**src/rtl/core_v4_pkg.sv**
```systemverilog
// Shared types and constants for the v4 sequenced RV32I ALU core.
// ALU op codes are {funct7[5], funct3} so decode is a direct bit slice.
package core_v4_pkg;

  typedef enum logic [3:0] {
    ALU_ADD  = 4'b0000,
    ALU_SLL  = 4'b0001,
    ALU_SLT  = 4'b0010,
    ALU_SLTU = 4'b0011,
    ALU_XOR  = 4'b0100,
    ALU_SRL  = 4'b0101,
    ALU_OR   = 4'b0110,
    ALU_AND  = 4'b0111,
    ALU_SUB  = 4'b1000,
    ALU_SRA  = 4'b1101
  } alu_op_t;

  typedef logic [2:0] fsm_state_t;

  localparam fsm_state_t S_IDLE   = 3'd0;
  localparam fsm_state_t S_FETCH  = 3'd1;
  localparam fsm_state_t S_DECODE = 3'd2;
  localparam fsm_state_t S_EXEC   = 3'd3;
  localparam fsm_state_t S_WB     = 3'd4;
  localparam fsm_state_t S_HALT   = 3'd5;

  localparam logic [6:0] OPC_OP    = 7'h33;
  localparam logic [6:0] OPC_OPIMM = 7'h13;
  localparam logic [6:0] F7_BASE   = 7'h00;
  localparam logic [6:0] F7_ALT    = 7'h20;
  localparam logic [2:0] F3_ADD    = 3'b000;
  localparam logic [2:0] F3_SLL    = 3'b001;
  localparam logic [2:0] F3_SR     = 3'b101;

  localparam logic [31:0] ECALL_WORD = 32'h0000_0073;

endpackage

```
**src/rtl/core_seq_v4_alu.sv**
```systemverilog
// Combinational integer ALU for the v4 core.
// Shift amount is the low log2(XLEN) bits of operand b.
module alu_v4
  import core_v4_pkg::*;
#(
  parameter int XLEN = 32
) (
  input  logic [XLEN-1:0] a_i,
  input  logic [XLEN-1:0] b_i,
  input  alu_op_t         op_i,
  output logic [XLEN-1:0] y_o
);

  localparam int SW = $clog2(XLEN);

  logic [SW-1:0] sh;
  logic          lt_s;
  logic          lt_u;

  assign sh   = b_i[SW-1:0];
  assign lt_s = $signed(a_i) < $signed(b_i);
  assign lt_u = a_i < b_i;

  always_comb begin
    y_o = '0;
    unique case (op_i)
      ALU_ADD:  y_o = a_i + b_i;
      ALU_SUB:  y_o = a_i - b_i;
      ALU_SLL:  y_o = a_i << sh;
      ALU_SLT:  y_o = {{(XLEN-1){1'b0}}, lt_s};
      ALU_SLTU: y_o = {{(XLEN-1){1'b0}}, lt_u};
      ALU_XOR:  y_o = a_i ^ b_i;
      ALU_SRL:  y_o = a_i >> sh;
      ALU_SRA:  y_o = $unsigned($signed(a_i) >>> sh);
      ALU_OR:   y_o = a_i | b_i;
      ALU_AND:  y_o = a_i & b_i;
      default:  y_o = '0;
    endcase
  end

endmodule

```
**src/rtl/core_seq_v4.sv**
```systemverilog
// Multi-cycle RV32I integer-ALU core: imem, regfile and ALU
// behind a FETCH/DECODE/EXEC/WB sequencer with start/halt control.
module core_seq_v4
  import core_v4_pkg::*;
#(
  parameter int XLEN       = 32,
  parameter int IMEM_DEPTH = 64,
  parameter int CNT_W      = 32
) (
  input  logic                          clk,
  input  logic                          reset_n,
  input  logic                          store_en,
  input  logic [$clog2(IMEM_DEPTH)-1:0] store_address,
  input  logic [31:0]                   store_data,
  input  logic                          start,
  output logic                          busy,
  output logic                          halted,
  output logic                          illegal,
  output logic [3:0]                    opcode,
  output logic [XLEN-1:0]               alu_data_out,
  output logic                          wb_valid,
  output logic [4:0]                    wb_rd,
  output logic [CNT_W-1:0]              retired_cnt,
  input  logic [4:0]                    dbg_rd_addr,
  output logic [XLEN-1:0]               dbg_rd_data
);

  localparam int AW = $clog2(IMEM_DEPTH);
  localparam logic [AW-1:0] PC_LAST = AW'(IMEM_DEPTH - 1);

  logic [31:0]     imem [IMEM_DEPTH];
  logic [XLEN-1:0] regs_q [32];

  fsm_state_t      state_q, state_d;
  logic [AW-1:0]   pc_q, pc_d;
  logic [31:0]     instr_q, instr_d;
  logic [XLEN-1:0] op1_q, op1_d;
  logic [XLEN-1:0] op2_q, op2_d;
  logic [XLEN-1:0] alu_q, alu_d;
  alu_op_t         op_q, op_d;
  logic [4:0]      rd_q, rd_d;
  logic            ill_q, ill_d;
  logic [CNT_W-1:0] cnt_q, cnt_d;

  logic            rf_we;
  logic            store_ok;
  logic [XLEN-1:0] alu_y;

  logic [6:0]      rv_op;
  logic [2:0]      f3;
  logic [6:0]      f7;
  logic [5:0]      f6;
  logic            is_ecall;
  logic            sh_hi_ok;
  logic            op_legal;
  logic            imm_legal;
  logic            legal;
  alu_op_t         dec_op;
  logic [XLEN-1:0] imm;
  logic [XLEN-1:0] rs1_val;
  logic [XLEN-1:0] rs2_val;

  assign rv_op = instr_q[6:0];
  assign f3    = instr_q[14:12];
  assign f7    = instr_q[31:25];
  assign f6    = instr_q[31:26];

  assign is_ecall = instr_q == ECALL_WORD;
  // shamt[5] lives in instr[25]; only meaningful when XLEN is 64
  assign sh_hi_ok = (XLEN == 64) || !instr_q[25];

  assign op_legal = (rv_op == OPC_OP) &&
    ((f7 == F7_BASE) ||
     ((f7 == F7_ALT) && ((f3 == F3_ADD) || (f3 == F3_SR))));

  assign imm_legal = (rv_op == OPC_OPIMM) &&
    ((f3 == F3_SLL) ? ((f6 == 6'h00) && sh_hi_ok) :
     (f3 == F3_SR)  ? (((f6 == 6'h00) || (f6 == 6'h10)) && sh_hi_ok) :
     1'b1);

  assign legal = op_legal || imm_legal;

  assign dec_op = alu_op_t'({
    ((rv_op == OPC_OP) || (f3 == F3_SR)) & instr_q[30], f3});

  assign imm     = {{(XLEN-12){instr_q[31]}}, instr_q[31:20]};
  assign rs1_val = regs_q[instr_q[19:15]];
  assign rs2_val = regs_q[instr_q[24:20]];

  assign store_ok = store_en &&
    ((state_q == S_IDLE) || (state_q == S_HALT));

  alu_v4 #(.XLEN(XLEN)) u_alu (
    .a_i  (op1_q),
    .b_i  (op2_q),
    .op_i (op_q),
    .y_o  (alu_y)
  );

  always_comb begin
    state_d = state_q;
    pc_d    = pc_q;
    instr_d = instr_q;
    op1_d   = op1_q;
    op2_d   = op2_q;
    alu_d   = alu_q;
    op_d    = op_q;
    rd_d    = rd_q;
    ill_d   = ill_q;
    cnt_d   = cnt_q;
    rf_we   = 1'b0;
    case (state_q)
      S_IDLE, S_HALT: begin
        if (start) begin
          state_d = S_FETCH;
          pc_d    = '0;
          cnt_d   = '0;
          ill_d   = 1'b0;
        end
      end
      S_FETCH: begin
        instr_d = imem[pc_q];
        state_d = S_DECODE;
      end
      S_DECODE: begin
        unique case (1'b1)
          is_ecall: state_d = S_HALT;
          legal: begin
            op1_d   = rs1_val;
            op2_d   = op_legal ? rs2_val : imm;
            op_d    = dec_op;
            rd_d    = instr_q[11:7];
            state_d = S_EXEC;
          end
          default: begin
            ill_d   = 1'b1;
            state_d = S_HALT;
          end
        endcase
      end
      S_EXEC: begin
        alu_d   = alu_y;
        state_d = S_WB;
      end
      S_WB: begin
        rf_we = rd_q != 5'd0;
        cnt_d = (&cnt_q) ? cnt_q : cnt_q + 1'b1;
        if (pc_q == PC_LAST) begin
          state_d = S_HALT;
        end else begin
          pc_d    = pc_q + 1'b1;
          state_d = S_FETCH;
        end
      end
      default: state_d = S_IDLE;
    endcase
  end

  always_ff @(posedge clk or negedge reset_n) begin
    if (!reset_n) begin
      state_q <= S_IDLE;
      pc_q    <= '0;
      instr_q <= '0;
      op1_q   <= '0;
      op2_q   <= '0;
      alu_q   <= '0;
      op_q    <= ALU_ADD;
      rd_q    <= '0;
      ill_q   <= 1'b0;
      cnt_q   <= '0;
    end else begin
      state_q <= state_d;
      pc_q    <= pc_d;
      instr_q <= instr_d;
      op1_q   <= op1_d;
      op2_q   <= op2_d;
      alu_q   <= alu_d;
      op_q    <= op_d;
      rd_q    <= rd_d;
      ill_q   <= ill_d;
      cnt_q   <= cnt_d;
    end
  end

  always_ff @(posedge clk or negedge reset_n) begin
    if (!reset_n) begin
      for (int i = 0; i < 32; i++) regs_q[i] <= '0;
    end else if (rf_we) begin
      regs_q[rd_q] <= alu_q;
    end
  end

  // program store survives reset
  always_ff @(posedge clk) begin
    if (store_ok) imem[store_address] <= store_data;
  end

  assign busy         = (state_q == S_FETCH) || (state_q == S_DECODE) ||
                        (state_q == S_EXEC)  || (state_q == S_WB);
  assign halted       = state_q == S_HALT;
  assign illegal      = ill_q;
  assign opcode       = op_q;
  assign alu_data_out = alu_q;
  assign wb_valid     = state_q == S_WB;
  assign wb_rd        = rd_q;
  assign retired_cnt  = cnt_q;
  assign dbg_rd_data  = (dbg_rd_addr == 5'd0) ? '0 : regs_q[dbg_rd_addr];

endmodule

```
**config.mk**
```make
export PLATFORM = sky130hd
export DESIGN_NAME = core_seq_v4
export DESIGN_NICKNAME = d
export VERILOG_FILES = /design/src/rtl/core_v4_pkg.sv /design/src/rtl/core_seq_v4_alu.sv /design/src/rtl/core_seq_v4.sv
export SDC_FILE = /design/constraint.sdc
export NUM_CORES = 2
export LEC_CHECK = 0
export ABC_CLOCK_PERIOD_IN_PS = 7450
export CORE_MARGIN = 3
export CORE_UTILIZATION = 61
export CTS_CLUSTER_DIAMETER = 30
export DETAILED_ROUTE_END_ITERATION = 8
export GPL_ROUTABILITY_DRIVEN = 1
export PLACE_DENSITY = 0.78
export SETUP_SLACK_MARGIN = 0.4
export SLEW_MARGIN = 20
export SYNTH_ARGS = -nofsm -noshare
export SYNTH_HDL_FRONTEND = slang
export SYNTH_SLANG_ARGS = --single-unit
```
**constraint.sdc**
```tcl
create_clock -name clk -period 7.45 [get_ports clk]
set_input_delay 1.49 -clock clk [delete_from_list [all_inputs] [get_ports clk]]
set_output_delay 1.49 -clock clk [all_outputs]
set_load 0.03 [all_outputs]
```
* Word-level counts from Yosys, hierarchy flattened *
Memory sizes are Yosys's and may differ from the RTL's. A register that Yosys moved wholly into a read port is not among the register bits.
Index checks and enable logic that the tools add are counted.

cells by class
  add/subtract/negate cells = 4
  magnitude comparators = 7
  equal/unequal tests = 26
  shifts and indexed selects = 3
  muxes and demuxes = 33
  bitwise gates (word level) = 8
  reduce and logical (&&, ||, !) cells = 34

operators by type and width
  kind                                            count
  bitwise mux 1024 bit                            1
  binary-select mux 32 bit (select 5 bit)         3
  2-to-1 mux 32 bit                               11
  one-hot mux 32 bit (10 select lines)            1
  demux 32 bit (select 5 bit)                     1
  less-than comparator 32 bit                     2
  one-hot mux 32 bit (2 select lines)             1
  adder 32 x 1 -> 32 bit, second input constant   1
  adder 32 bit                                    1
  bitwise AND 32 bit                              1
  == test 32 x 7 -> 1 bit, second input constant  1
  bitwise OR 32 bit                               1
  AND reduction 32 bit                            1
  << shifter 32 x 5 -> 32 bit                     1
  >> shifter 32 x 5 -> 32 bit                     1
  >>> shifter 32 x 5 -> 32 bit                    1
  subtractor 32 bit                               1
  bitwise XOR 32 bit                              1
  >= comparator 6 bit, second input constant      4
  NOT 5 -> 6 bit                                  4
  == test 4 x 3 -> 1 bit, second input constant   4
  one-hot mux 3 bit (5 select lines)              1
  == test 7 x 6 -> 1 bit, second input constant   2
  2-to-1 mux 6 bit                                2
  30 further kinds                                67

storage, ports and cells
  register bits after elaboration = 1171
  RAM bits = 2048
  logic and storage cells = 157
  memories kept = 1

memories
  memory  depth  width  read ports  clocked after Yosys merged registers in  wr ports  line               RTL
  imem    64     32     1           1                                        1         core_seq_v4.sv:31  logic [31:0] imem [IMEM_DEPTH];

* Logic depth before layout (Yosys ltp) *
  depth after elaboration = 10
  gate-level depth with buffers = 14

* Hierarchy *
A second synthesis with hierarchy kept.

unflattened totals
  cells, all modules = 9292
  area, all modules = 155753.1 µm²

by module, submodules not included
  module       times used  cells an instance  area an instance (µm²)
  core_seq_v4  1           8014               147018.5
  alu_v4       1           1278               8734.6

* Worst setup path before layout *
Ideal clock, no wire load.

  kind = in2out
  start = input port dbg_rd_addr[0]
  end = output port dbg_rd_data[10]
  arrival time = 3.747 ns
  data required time = 5.960 ns
  setup slack = 2.213 ns
  cell stages on the path = 7
  path through = clkbuf_1 > buf_2 > buf_1 > mux4_2 > mux4_2 > mux2i_1 > nor2_1

between the ends
  longest elaborated chain between the ends = 5

RTL lines
  what                                                  line                RTL
  start: declaration                                    core_seq_v4.sv:24   input logic [4:0] dbg_rd_addr,
  NOT 5 -> 6 bit (implied by the code)                  core_seq_v4.sv:207  assign dbg_rd_data = (dbg_rd_addr == 5'd0) ? '0 : regs_q[dbg_rd_addr];
  binary-select mux 32 bit (select 5 bit)               core_seq_v4.sv:207
  2-to-1 mux 32 bit (implied by the code) (2 in a row)  core_seq_v4.sv:207
  2-to-1 mux 32 bit *                                   core_seq_v4.sv:207
  end: declaration                                      core_seq_v4.sv:25   output logic [XLEN-1:0] dbg_rd_data

Every way passes the cells marked *; elsewhere a longest branch is shown, timed or not. The select of a mux whose other input is x is not followed.

* Worst setup path in the final report *
  start = input port dbg_rd_addr[0]
  end = output port dbg_rd_data[18]

Same word-level chain as after synthesis.

==> results.sh <==
export IMPL_drt_iter0_drc=14900
export IMPL_routed_wl_mm=528
export IMPL_crit_path_start_kind="input port"
export IMPL_min_period_ns=6.38
export IMPL_place_congestion=0.995
export IMPL_syn_area_um2=155000
export IMPL_synth_ff_type="edfxtp_1"
export IMPL_setup_violations=0
export IMPL_insertion_delay_ns=1.05
export IMPL_dr_pass1_iters=9
export IMPL_synth_edf_count=2048
export IMPL_r2r_slack_ns=2.64
export IMPL_hold_slack_ns=0.413
export IMPL_grt_max_degree=144
export IMPL_synth_seq_cells=3251
export IMPL_hold_class="register to register"
export IMPL_portBuffers=155
export IMPL_h_tree_depth=6
export IMPL_dieArea_um2=261000
export IMPL_ctsRootBufferMaster="clkbuf_16"
export IMPL_n_fill_cell=14200
export IMPL_critical_path_class="input port to primary output"
export IMPL_grt_usage_pct=40.2
export IMPL_tritoncts="yes"
export IMPL_synth_top_area_share_pct=39.6
export IMPL_viasPerCell=7.65
export IMPL_antenna_found_initial=32
export IMPL_post_cts_repair_setup_buffers=0
export IMPL_critical_path_arrival_ns=4.89
export IMPL_ios=156
export IMPL_p_int_w=0.0409
export IMPL_min_period_over_period_pct=85.7
export IMPL_min_from="regs_q[1022]"
export IMPL_path_max_fanout=74
export IMPL_crit_chain="buf_8 -> buf_12 -> mux4_2 -> mux4_2 -> mux2i_1 -> nor2_1 -> clkdlybuf4s50_1"
export IMPL_seq_area_frac_synth_pct=59.0
export IMPL_syn_to_final_growth_pct=16.6
export IMPL_async_reset_ff_share_pct=37.0
export IMPL_slew_violations=0
export IMPL_ir_drop_mv=0.407
export IMPL_r2r_cells=5
export IMPL_syn_inst=8625
export IMPL_cp_startpoint="dbg_rd_addr[0]"
export IMPL_std_cell_rows=184
export IMPL_drc_errors=0
export IMPL_syn_mean_instance_area_um2=18.0
export IMPL_p_per_area_nw_per_um2=324
export IMPL_num_vias=97100
export IMPL_cp_data_required_time_ns=5.96
export IMPL_p_leak_nw=66.5
export IMPL_first_global_vias=98600
export IMPL_overflow=0
export IMPL_nNetsFinal=8998
export IMPL_p_sw_share_pct=30.2
export IMPL_netlist_top_cells_count="edfxtp_1, mux4_2, dfrtp_1, mux2_2, clkbuf_1"
export IMPL_core_um2=252000
export IMPL_fp_dieH_um=511
export IMPL_fin_skew_ns=0.0898
export IMPL_yosysWarnings=0
export IMPL_synth_top_cell_by_area="edfxtp_1"
export IMPL_min_path_cells=0
export IMPL_cts_resized=0
export IMPL_clock_path_buffers=4
export IMPL_seq_area_um2=91700
export IMPL_dpl_cell_area_um2=161000
export IMPL_syn_num_nets=8773
export IMPL_synthTopCellsByArea="edfxtp_1, mux4_2, dfrtp_1"
export IMPL_drive_gt1_share_pct=43.8
export IMPL_power_share_clock_pct=46.8
export IMPL_max_freq_mhz=157
export IMPL_cp_top_family="multiplexers"
export IMPL_crit_cells=7
export IMPL_combPwrFrac_pct=18.7
export IMPL_clk_pin_slew_ns=0.04
export IMPL_die_w_um=511
export IMPL_crit_buf_inv=3
export IMPL_clock_sinks=3251
export IMPL_grt_pass1_wl_mm=749
export IMPL_cts_buffers=567
export IMPL_multi_input_area_um2=60900
export IMPL_hold_buffers=0
export IMPL_worst_pin_slew_ns=1.28
export IMPL_cap_violations=0
export IMPL_finalInstanceArea_um2=181000
export IMPL_utilization_pct=71.8
export IMPL_detail_route_antenna_nets=0
export IMPL_worst_path_most_repeated_cell="mux4_2"
export IMPL_endpoint_kind="primary output"
export IMPL_outcome="finished, final reports clean"
export IMPL_synth_cell_types=84
export IMPL_rsz0062_at_grt="no"
export IMPL_cp_slowest_stage_delay_ns=0.62
export IMPL_initial_core_util_pct=61.6
export IMPL_timing_final_hold_violations=0
export IMPL_slowest_stage="buf_8"
export IMPL_tns_ns=0
export IMPL_place_hpwl_mm=275
export IMPL_synth_most_common_cell="edfxtp_1"
export IMPL_routedWlPerCell_um=41.6
export IMPL_relSlewSlack_pct=12.5
export IMPL_power_switching_w=0.0177
export IMPL_finalPower_w=0.0586
export IMPL_p_seq_share_pct=34.5
export IMPL_r2r_start="state_q[2]"
==> kinds of logic after synthesis <==
family,after synthesis,synth area share (%)
DFF,3251,59.0
muxes,2875,32.7
buffers and inverters,885,2.28
and+or+nand+nor,839,2.40
AOI/OAI and AO/OA,617,2.52
adders and majority gates,101,0.823
xor gates and xnor gates,57,0.321
==> layer usage <==
metal,up-vias,wire length (um),track usage [%],part of all wire (%)
met5,-,73,0,0.014
met4,12,44000,27.2,8.3
met3,1997,58800,8.92,11
met2,8708,254000,63.3,48
met1,50500,171000,50.7,32
li1,35800,-,-,-
==> cells in the final DEF, fill, tap and decap left out, types with 21 or more instances in the layout <==
| cell type | Yosys | final |
|---|---|---|
| edfxtp_1 | 2048 | 2048 |
| mux4_2 | 1653 | 1653 |
| dfrtp_1 | 1203 | 1179 |
| mux2_2 | 1023 | 1023 |
| clkbuf_16 | 0 | 574 |
| nand2_1 | 295 | 280 |
| buf_4 | 5 | 236 |
| nor2_1 | 313 | 232 |
| a21oi_1 | 182 | 182 |
| mux2i_1 | 160 | 160 |
| o21ai_0 | 135 | 135 |
| inv_1 | 117 | 117 |
| clkdlybuf4s50_1 | 0 | 117 |
| ha_1 | 99 | 99 |
| nor2_4 | 0 | 80 |
| inv_6 | 0 | 77 |
| bufinv_16 | 0 | 68 |
| clkinv_2 | 0 | 68 |
| a211oi_1 | 63 | 63 |
| clkbuf_1 | 472 | 52 |
| clkinvlp_4 | 0 | 49 |
| buf_12 | 0 | 44 |
| nand3_1 | 43 | 43 |
| clkinv_4 | 0 | 43 |
| mux2_1 | 39 | 39 |
| clkinv_1 | 0 | 31 |
| clkbuf_8 | 0 | 31 |
| xnor2_1 | 30 | 30 |
| xor2_1 | 27 | 27 |
| nor3_1 | 28 | 27 |
| o211ai_1 | 27 | 27 |
| nand4_1 | 25 | 25 |
| a22oi_1 | 24 | 24 |
| diode_2 | 0 | 21 |
==> registers in the layout (all words and copies together), names as in the netlist, 3 cells and up <==
name          flops
wb_rd             5
alu_data_out     32
instr_q          32
regs_q         1024
retired_cnt      32
state_q           3
op1_q            32
pc_q              6
op2_q            32
opcode            4
imem           2048
==> per-stage QoR <==
stage               worst slack, ns  instances
finish                         1.07      12700
global placement               1.10      11600
global route                  0.953      12700
floorplan                      2.21       8625
CTS                            1.07      12700
detailed placement             1.04      11600
==> layout make-up <==
| cell class | count | area share [%] |
|---|---|---|
| tap | 3348 | 2.31 |
| inverter | 121 | 0.251 |
| clock inverter | 380 | 2.58 |
| sequential | 3251 | 50.6 |
| timing repair buffer | 420 | 2.28 |
| multi-input combinational | 4489 | 33.6 |
| antenna | 21 | 0.0290 |
| clock buffer | 657 | 8.28 |
==> worst paths after layout <==
path                                         to
worst max-delay path            dbg_rd_data[18]
worst min-delay path               regs_q[1022]
worst max register to register      regs_q[928]
worst min register to register     regs_q[1022]
max in group asynchronous           regs_q[926]
min in group asynchronous           regs_q[904]
==> power by group through the flow <==
stage	logic [W]	registers (W)	clock network, W
global placement	0.0104	0.0205	0
global route	0.0114	0.0202	0.0282
finish	0.0110	0.0202	0.0274
CTS	0.0108	0.0202	0.0274
detailed placement	0.0105	0.0205	0
floorplan	0.00739	0.0201	0
(Power assumes the default switching activity.)
